## config.mk

```make
export PLATFORM = sky130hd
export DESIGN_NAME = regbus_master
export DESIGN_NICKNAME = d
export VERILOG_FILES = /design/src/rtl/regbus_pkg.sv /design/src/rtl/regbus_lane_align.sv /design/src/rtl/regbus_master.sv
export SDC_FILE = /design/constraint.sdc
export NUM_CORES = 1
export LEC_CHECK = 0
export ABC_CLOCK_PERIOD_IN_PS = 2000
export BUFFER_PORTS_ARGS = -buffer_cell sky130_fd_sc_hd__buf_2
export CORE_AREA = 5 5 130 132
export DETAILED_ROUTE_END_ITERATION = 16
export DIE_AREA = 0 0 135 137
export GPL_ROUTABILITY_DRIVEN = 1
export PLACE_DENSITY_LB_ADDON = 0.15
export REMOVE_ABC_BUFFERS = 1
export SLEW_MARGIN = 30
export SYNTH_ARGS = -nofsm -noshare
export SYNTH_HDL_FRONTEND = slang
export SYNTH_SLANG_ARGS = --single-unit
export TNS_END_PERCENT = 50
```

## constraint.sdc

```tcl
create_clock -name clk -period 2 [get_ports clk]
set_input_delay 0.3 -clock clk [delete_from_list [all_inputs] [get_ports clk]]
set_output_delay 0.3 -clock clk [all_outputs]
set_load 0.005 [all_outputs]
```

## src/rtl/regbus_pkg.sv

```systemverilog
// Shared types and constants for the peripheral register-bus initiator.
package regbus_pkg;

   localparam int ADDR_W = 16;
   localparam int DATA_W = 32;

   // Access size encodings as presented by the CPU load/store stage.
   typedef enum logic [1:0] {
      SZ_BYTE = 2'd0,
      SZ_HALF = 2'd1,
      SZ_WORD = 2'd2,
      SZ_ILL  = 2'd3
   } size_e;

   typedef enum logic [2:0] {
      IDLE,
      WRITE,
      READ,
      RD_WAIT,
      RESP
   } state_e;

   // A request is rejected without touching the bus when its size is illegal
   // or its address is not naturally aligned to that size.
   function automatic logic req_is_bad(input logic [1:0] size, input logic [1:0] off);
      case (size_e'(size))
         SZ_BYTE: return 1'b0;
         SZ_HALF: return off[0];
         SZ_WORD: return (off != 2'b00);
         default: return 1'b1;
      endcase
   endfunction

endpackage

```

## src/rtl/regbus_lane_align.sv

```systemverilog
// Byte-lane steering: store-side byte enables and data replication, and
// load-side lane extraction with sign or zero extension.
module regbus_lane_align
   import regbus_pkg::*;
(
   input  logic [1:0]        st_size,
   input  logic [1:0]        st_off,
   input  logic [DATA_W-1:0] st_data,
   output logic [3:0]        st_be,
   output logic [DATA_W-1:0] st_wdata,
   input  logic [1:0]        ld_size,
   input  logic [1:0]        ld_off,
   input  logic              ld_unsigned,
   input  logic [DATA_W-1:0] ld_rdata,
   output logic [DATA_W-1:0] ld_data
);

   logic [DATA_W-1:0] lane;
   logic signed [7:0]  lane_b;
   logic signed [15:0] lane_h;

   // Store path: enables follow the byte offset, data is replicated onto every lane.
   always_comb begin
      st_be    = 4'b0000;
      st_wdata = '0;
      case (size_e'(st_size))
         SZ_BYTE: begin
            st_be    = 4'b0001 << st_off;
            st_wdata = {4{st_data[7:0]}};
         end
         SZ_HALF: begin
            st_be    = 4'b0011 << st_off;
            st_wdata = {2{st_data[15:0]}};
         end
         SZ_WORD: begin
            st_be    = 4'b1111;
            st_wdata = st_data;
         end
         default: begin
            st_be    = 4'b0000;
            st_wdata = '0;
         end
      endcase
   end

   // Load path: shift the addressed lane down to bit 0, then extend to full width.
   always_comb begin
      lane    = ld_rdata >> {ld_off, 3'b000};
      lane_b  = signed'(lane[7:0]);
      lane_h  = signed'(lane[15:0]);
      ld_data = '0;
      case (size_e'(ld_size))
         SZ_BYTE: ld_data = ld_unsigned ? {{(DATA_W-8){1'b0}}, lane[7:0]}
                                        : DATA_W'(lane_b);
         SZ_HALF: ld_data = ld_unsigned ? {{(DATA_W-16){1'b0}}, lane[15:0]}
                                        : DATA_W'(lane_h);
         SZ_WORD: ld_data = lane;
         default: ld_data = '0;
      endcase
   end

endmodule

```

## src/rtl/regbus_master.sv

```systemverilog
// Register-bus initiator: turns CPU load/store requests into single-cycle
// write/read strobes, waits for read data with a bounded timeout, and returns
// a one-cycle response. All outputs except req_ready are registered.
module regbus_master
   import regbus_pkg::*;
#(
   parameter int TIMEOUT_CYCLES = 15
)(
   input  logic              clk,
   input  logic              rstb,
   input  logic              req_valid,
   output logic              req_ready,
   input  logic              req_we,
   input  logic [1:0]        req_size,
   input  logic              req_unsigned,
   input  logic [ADDR_W-1:0] req_addr,
   input  logic [DATA_W-1:0] req_wdata,
   output logic              resp_valid,
   output logic              resp_err,
   output logic [DATA_W-1:0] resp_rdata,
   output logic              wr_en,
   output logic [3:0]        be,
   output logic [ADDR_W-1:0] wr_addr,
   output logic [DATA_W-1:0] wdata,
   output logic              rd_en,
   output logic [ADDR_W-1:0] rd_addr,
   input  logic [DATA_W-1:0] rdata,
   input  logic              rd_rdy
);

   localparam logic [7:0] TO_LIM = 8'(TIMEOUT_CYCLES);

   state_e            state, state_nxt;
   logic [7:0]        cnt, cnt_nxt, cnt_inc;
   logic              err_nxt;
   logic [DATA_W-1:0] rdata_nxt;

   logic [1:0]        lat_size;
   logic [1:0]        lat_off;
   logic              lat_unsigned;

   logic [3:0]        st_be;
   logic [DATA_W-1:0] st_wdata;
   logic [DATA_W-1:0] ld_data;

   // Store lanes come straight from the request so they can be registered
   // on the accept edge; load lanes use the latched request fields.
   regbus_lane_align u_align (
      .st_size     (req_size),
      .st_off      (req_addr[1:0]),
      .st_data     (req_wdata),
      .st_be       (st_be),
      .st_wdata    (st_wdata),
      .ld_size     (lat_size),
      .ld_off      (lat_off),
      .ld_unsigned (lat_unsigned),
      .ld_rdata    (rdata),
      .ld_data     (ld_data)
   );

   assign req_ready = (state == IDLE);

   // Request latch: captures the fields the load path needs after acceptance.
   always_ff @(posedge clk) begin
      if (req_valid && req_ready) begin
         lat_size     <= req_size;
         lat_off      <= req_addr[1:0];
         lat_unsigned <= req_unsigned;
      end
   end

   // Next-state, timeout counting and response contents.
   always_comb begin
      state_nxt = state;
      cnt_nxt   = cnt;
      cnt_inc   = cnt + 8'd1;
      err_nxt   = 1'b0;
      rdata_nxt = '0;
      case (state)
         IDLE: begin
            if (req_valid) begin
               if (req_is_bad(req_size, req_addr[1:0])) begin
                  state_nxt = RESP;
                  err_nxt   = 1'b1;
               end else if (req_we) begin
                  state_nxt = WRITE;
               end else begin
                  state_nxt = READ;
               end
            end
         end
         WRITE: state_nxt = RESP;
         READ: begin
            state_nxt = RD_WAIT;
            cnt_nxt   = '0;
         end
         RD_WAIT: begin
            // Read data takes priority over a timeout landing in the same cycle.
            if (rd_rdy) begin
               state_nxt = RESP;
               rdata_nxt = ld_data;
            end else if (cnt_inc == TO_LIM) begin
               state_nxt = RESP;
               err_nxt   = 1'b1;
               cnt_nxt   = cnt_inc;
            end else begin
               cnt_nxt   = cnt_inc;
            end
         end
         RESP:    state_nxt = IDLE;
         default: state_nxt = IDLE;
      endcase
   end

   // State register and timeout counter.
   always_ff @(posedge clk or negedge rstb) begin
      if (!rstb) begin
         state <= IDLE;
         cnt   <= '0;
      end else begin
         state <= state_nxt;
         cnt   <= cnt_nxt;
      end
   end

   // Registered bus and response outputs, driven from the state being entered.
   always_ff @(posedge clk or negedge rstb) begin
      if (!rstb) begin
         wr_en      <= 1'b0;
         rd_en      <= 1'b0;
         resp_valid <= 1'b0;
         resp_err   <= 1'b0;
         resp_rdata <= '0;
         be         <= '0;
         wr_addr    <= '0;
         wdata      <= '0;
         rd_addr    <= '0;
      end else begin
         wr_en      <= (state_nxt == WRITE);
         rd_en      <= (state_nxt == READ);
         resp_valid <= (state_nxt == RESP);
         resp_err   <= err_nxt;
         resp_rdata <= rdata_nxt;
         if (state_nxt == WRITE) begin
            be      <= st_be;
            wr_addr <= {req_addr[ADDR_W-1:2], 2'b00};
            wdata   <= st_wdata;
         end
         if (state_nxt == READ) begin
            rd_addr <= {req_addr[ADDR_W-1:2], 2'b00};
         end
      end
   end

endmodule

```

Word-level counts from Yosys, hierarchy flattened
Index checks and enable logic that the tools add are counted.
{"block": "op_classes", "add_sub_neg": 1, "eq_ne": 12, "shifts": 3, "muxes": 23, "reduce_logical": 7}
{"op": "one-hot mux 32 bit (3 select lines)", "n": 2}
{"op": "two-way mux 32 bit", "n": 4}
{"op": ">> shifter 32 x 5 -> 32 bit", "n": 1}
{"op": "one-hot mux 8 bit (2 select lines)", "n": 1}
{"op": "two-way mux 3 bit", "n": 4}
{"op": "one-hot mux 3 bit (4 select lines)", "n": 1}
{"op": "one-hot mux 4 bit (3 select lines)", "n": 1}
{"op": "== test 3 x 2 -> 1 bit (second input constant)", "n": 3}
{"op": "adder 8 x 1 -> 8 bit (second input constant)", "n": 1}
{"op": "== test 8 x 4 -> 1 bit (second input constant)", "n": 1}
{"op": "two-way mux 8 bit", "n": 1}
{"op": "== test 3 x 1 -> 1 bit (second input constant)", "n": 2}
{"op": "two-way mux 1 bit", "n": 6}
{"op": "== test 2 x 1 -> 1 bit (second input constant)", "n": 2}
{"op": "== test 2 bit (second input constant)", "n": 2}
{"op": "logical NOT 2 bit", "n": 2}
{"op": "nonzero test 2 bit", "n": 2}
{"op": "left shift 1 x 2 -> 4 bit (first input constant)", "n": 1}
{"op": "left shift 2 x 2 -> 4 bit (first input constant)", "n": 1}
{"op": "== test 3 bit (second input constant)", "n": 1}
{"op": "logical NOT 3 bit", "n": 1}
{"op": "one-hot mux 1 bit (3 select lines)", "n": 1}
{"op": "two-way mux 2 bit", "n": 1}
{"op": "inequality test 2 bit (second input constant)", "n": 1}
{"op": "3 further kinds", "n": 3}
{"block": "word_totals", "reg_bits": 116, "inputBits": 88, "wordCells": 60}

Longest topological paths before layout
{"block": "depth", "word_depth": 8, "depth_mapped": 7, "depth_no_buf": 6}

By module
Synthesis repeated with hierarchy kept, for this count alone.
{"block": "unflattened", "hier_cells": 603, "hier_area_um2": 5855.6}
{"mod": "regbus_master", "n_inst": 1, "cells_each": 417, "area_each_um2": 4503.1}
{"mod": "regbus_lane_align", "n_inst": 1, "cells_each": 186, "area_each_um2": 1352.5}

Worst setup path after synthesis
Ideal clock, no wire load.
{"block": "synth_path", "path_type": "reg-to-reg", "from": "register state[0]", "to": "register rd_addr[10]", "setup_time_ns": 0.125, "arrival_ns": 1.659, "required_time_ns": 1.875, "path_slack_ns": 0.215, "stages_incl_launch_ff": 6, "n_path_buf": 2, "period_less_slack_ns": 1.785, "cell_sequence": "dfrtp_1 buf_6 nor4b_4 nand3b_2 buf_6 mux2_4"}
{"block": "synth_between", "elab_chain_cells": 4}
{"element": "start, declared", "line_no": "regbus_master.sv:33", "text": "state_e state, state_nxt;"}
{"element": "start signal, assigned", "line_no": "regbus_master.sv:121", "text": "state <= state_nxt;"}
{"element": "two-way mux 3 bit", "line_no": "regbus_master.sv:102", "text": "end else if (cnt_inc == TO_LIM) begin"}
{"element": "two-way mux 3 bit", "line_no": "regbus_master.sv:99", "text": "if (rd_rdy) begin"}
{"element": "one-hot mux 3 bit (4 select lines) *", "line_no": "regbus_master.sv:79", "text": "case (state)"}
{"element": "== test 3 x 2 -> 1 bit *", "line_no": "regbus_master.sv:149", "text": "if (state_nxt == READ) begin"}
{"element": "end signal, assigned", "line_no": "regbus_master.sv:150", "text": "rd_addr <= {req_addr[ADDR_W-1:2], 2'b00};"}
{"element": "end, declared", "line_no": "regbus_master.sv:26", "text": "output logic [ADDR_W-1:0] rd_addr,"}
Mark *: on every way between the ends. The rest lies on a longest branch, timed or not.
A chain may end at the register's enable or synchronous reset.

Final worst setup path
{"block": "layout_path", "from": "register state[2]", "to": "register rd_addr[14]"}
Same word-level chain as after synthesis.

==> out/results.tsv <==
stage	metric	value	unit
worst_hold_path	hold_sp	req_unsigned	
synthesis	Yosys top cell area share	0.520	
synthesis	synthesized flop and latch total	116	
drt	total number of vias	4402	
floorplanning	boundary pin count	193	
synthesis	Synth area leaders	dfrtp_1 52%, nand2_1 6.4%, a21oi_1 5.3%	
synthesis	register area share after synthesis	0.549	
global_routing	number of global-route vias before repair	4565	
power	Leak	3.70	nW
placed_design	I/O Buffers	188	
sta	achievable clock frequency	545	MHz
drt	ANT nets after route	0	
cts	CTS tree	built	
power	pwr/cell area	1240	nW/µm²
synthesis	average cell area after synthesis	10.5	µm²
layout	share of post-route cells with drive strength above 1	0.391	
worst_hold_path	worst hold path type	input pin to flip-flop	
sta	final setup violation count	0	
synthesis	Post-Synthesis Cell Area	5340	µm²
placed_design	pre-CTS setup slack	-0.0295	ns
layout	Fill cells	1514	
synthesis	Netlist cell types	42	
setup_path	worst stage delay on the critical path	0.46	ns
sta	final setup margin	0.166	ns
setup_path	Reg2Reg Depth	5	
global_routing	gr usage total	0.161	
sta	unrepaired setup endpoints after global routing	no	
layout	fin cells	938	
drt	final wirelength	14700	µm
setup_path	CP Class	flip-flop to flip-flop	
layout	commonest non-fill, non-tap cells in the layout	187 x buf_2, 111 x dfrtp_1, 91 x nand2_1	
global_routing	met1 usage	0.205	
power	worst vdd ir	0.535	mV
worst_hold_path	hold path endpoint	lat_unsigned	
setup_path	crit-path cells	nor4b_4 > buf_4 > nand3b_2 > buf_4 > mux2_4	
setup_path	most used cell, CP	buf_4	
setup_path	Worst Path Required	2.28	ns
sta	min cycle time layout	1.83	ns
cts	clock slew seen by the registers of the worst setup and hold paths	0.05	ns
placed_design	GPL Wtd Cong	0.882	
floorplanning	Initial Utilization	0.342	
sta	Pins Over Slew Limit	0	
outcome	run status	complete, no violations	
global_routing	first-pass GRT wire length	23400	µm
sta	post-route setup TNS	0	ns
drt	drt via density	4.69	
global_routing	initial antenna violation count	0	
layout	Final Util	0.462	
cts	CTS H-tree lvls	4	
floorplanning	FP Rows	46	
global_routing	total gr overflow	0	
drt	Routed WL per cell	15.7	µm
layout	multi-input logic area	2220	µm²
setup_path	CP max stage cell	dfrtp_1	
floorplanning	Die ar.	18500	µm²
layout	commonest non-fill, non-tap cell in the layout	buf_2	
flow_run	Max-Cap Viols	0	
setup_path	startpoint type of the worst setup path	flip-flop	
synthesis	area leader, netlist	dfrtp_1	
layout	Syn-to-layout area delta	35.1	%
cts	Clock Tree Root	clkbuf_16	
cts	Num CTS Buffers	17	
synthesis	cells after synthesis	510	
cts	# Post-CTS Setup Buffers	0	
setup_path	critical path startpoint	state[2]	
cts	worst skew pair latency	0.40	ns
setup_path	worst r2r dst	rd_addr[14]	
power	Power Total	8.97	mW
setup_path	crit-path max FO	16	
sta	period utilization	0.917	
setup_path	Crit Reg-Reg Startpoint	state[2]	
worst_hold_path	worst hold stages	1	
global_routing	busiest layer in global routing	met2	
drt	drt initial violations	178	
floorplanning	Core Area	15600	µm²
synthesis	yosys warns	0	
setup_path	Worst Path Arrival	2.12	ns
setup_path	R2R Setup Slk	0.17	ns
sta	final hold vios	0	
cts	Bufs on Longest Clock Path	2	
layout	fin nets	798	
placed_design	DP HPWL	11000	µm
global_routing	largest net degree at the start of global routing	69	
layout	Storage cell area	2930	µm²
setup_path	endpoint type of the worst setup path	flip-flop	
drt	drt pass-1 iters	4	
global_routing	met3 Use GR	0.0603	
floorplanning	Die X	135	µm
cts	TritonCTS Sinks	116	
drt	DRC viols	0	
floorplanning	die extent in y	137	µm
global_routing	grt met2 use	0.252	
placed_design	placed cell count	904	
sta	Clock Skews	0.00766	ns
-- area by class of cell --
| cell class | count | share of cell area |
|---|---|---|
| Antenna cell | 1 | 0.000347 |
| Clock buffer | 24 | 0.0739 |
| Clock inverter | 8 | 0.0128 |
| Inverter | 5 | 0.00260 |
| Multi-Input combinational cell | 357 | 0.308 |
| Sequential cell | 116 | 0.406 |
| Tap cell | 216 | 0.0375 |
| Timing Repair Buffer | 211 | 0.159 |
-- worst max-delay path: cells and delay by family, from the launching register on --
family                 cells  cell delay, ns
AND/OR/NAND/NOR            2            0.47
flip-flops                 1            0.46
buffers and inverters      2            0.46
multiplexers               1            0.32
-- Yosys cell counts (all sizes together) --
| library cell | count |
|---|---|
| a211oi | 8 |
| a21o | 3 |
| a21oi | 56 |
| a221oi | 1 |
| and2b | 1 |
| and4bb | 1 |
| buf | 18 |
| clkbuf | 17 |
| conb | 1 |
| dfrtp | 111 |
| edfxtp | 5 |
| ha | 2 |
| inv | 5 |
| mux2 | 36 |
| mux2i | 25 |
| nand2 | 91 |
| nand2b | 2 |
| nand3 | 8 |
| nand3b | 2 |
| nand4 | 1 |
| nor2 | 28 |
| nor2b | 13 |
| nor3 | 3 |
| nor3b | 2 |
| nor4b | 1 |
| o21ai | 57 |
| o22ai | 2 |
| o31ai | 1 |
| o41ai | 1 |
| or3 | 1 |
| or4 | 1 |
| xnor2 | 1 |
| xor2 | 5 |
-- metrics by stage --
step,instance area [µm²],hold slack (ns)
after detailed placement,6560,0.193
after floorplan,5150,0.00441
after global placement,6560,0.189
final,7210,0.119
after global routing,7210,0.0972
after CTS,7200,0.102
-- how the worst max path moves through the flow --
stage	to	slack, ns	depth (start not counted)
floorplan	wr_addr[14]	-0.74	3
global placement	wdata[28]	0.09	6
detailed placement	wdata[28]	-0.03	5
CTS	wdata[28]	0.13	4
global route	be[2]	0.08	5
finish	rd_addr[14]	0.17	5
-- what timing repair did --
| action | CTS | global route |
|---|---|---|
| setup endpoints to repair | 0 | 1 |
| endpoints found under the hold margin | 14 | 0 |
| hold buffers | 1 | 0 |
| gates resized for setup | 0 | 1 |
-- power breakdown --
| group | leakage (nW) | total (mW) | internal [mW] | switching, mW |
|---|---|---|---|---|
| sequential | 1.50 | 3.48 | 3.06 | 0.421 |
| combinational | 1.89 | 2.37 | 1.22 | 1.15 |
| clock | 0.313 | 3.12 | 2.10 | 1.03 |
| total | 3.70 | 8.97 | 6.38 | 2.60 |
-- state kept, by name (all words and copies together) (netlist names), 2 cells and up --
| signal | flops |
|---|---|
| resp_rdata | 32 |
| wdata | 32 |
| rd_addr | 14 |
| wr_addr | 14 |
| cnt | 8 |
| be | 4 |
| state | 3 |
| lat_off | 2 |
| lat_size | 2 |
-- kinds of logic (layout without fill, tap and decap cells) --
group,after synthesis,in the layout,share of synthesized area
and+or+nand+nor,155,155,0.132
AOI/OAI and AO/OA,129,129,0.130
DFF,116,116,0.549
muxes,61,61,0.134
buffers and inverters,40,248,0.0403
xor gates and xnor gates,6,6,0.00985
adders and majority gates,2,2,0.00469
other,1,5,0.000703
-- layer usage --
layer,wire length (µm),vias up
met5,0,-
met4,249,0
met3,1300,18
met2,6860,166
met1,6300,2070
li1,-,2148
Note: power is estimated with default switching activity, not from simulation.
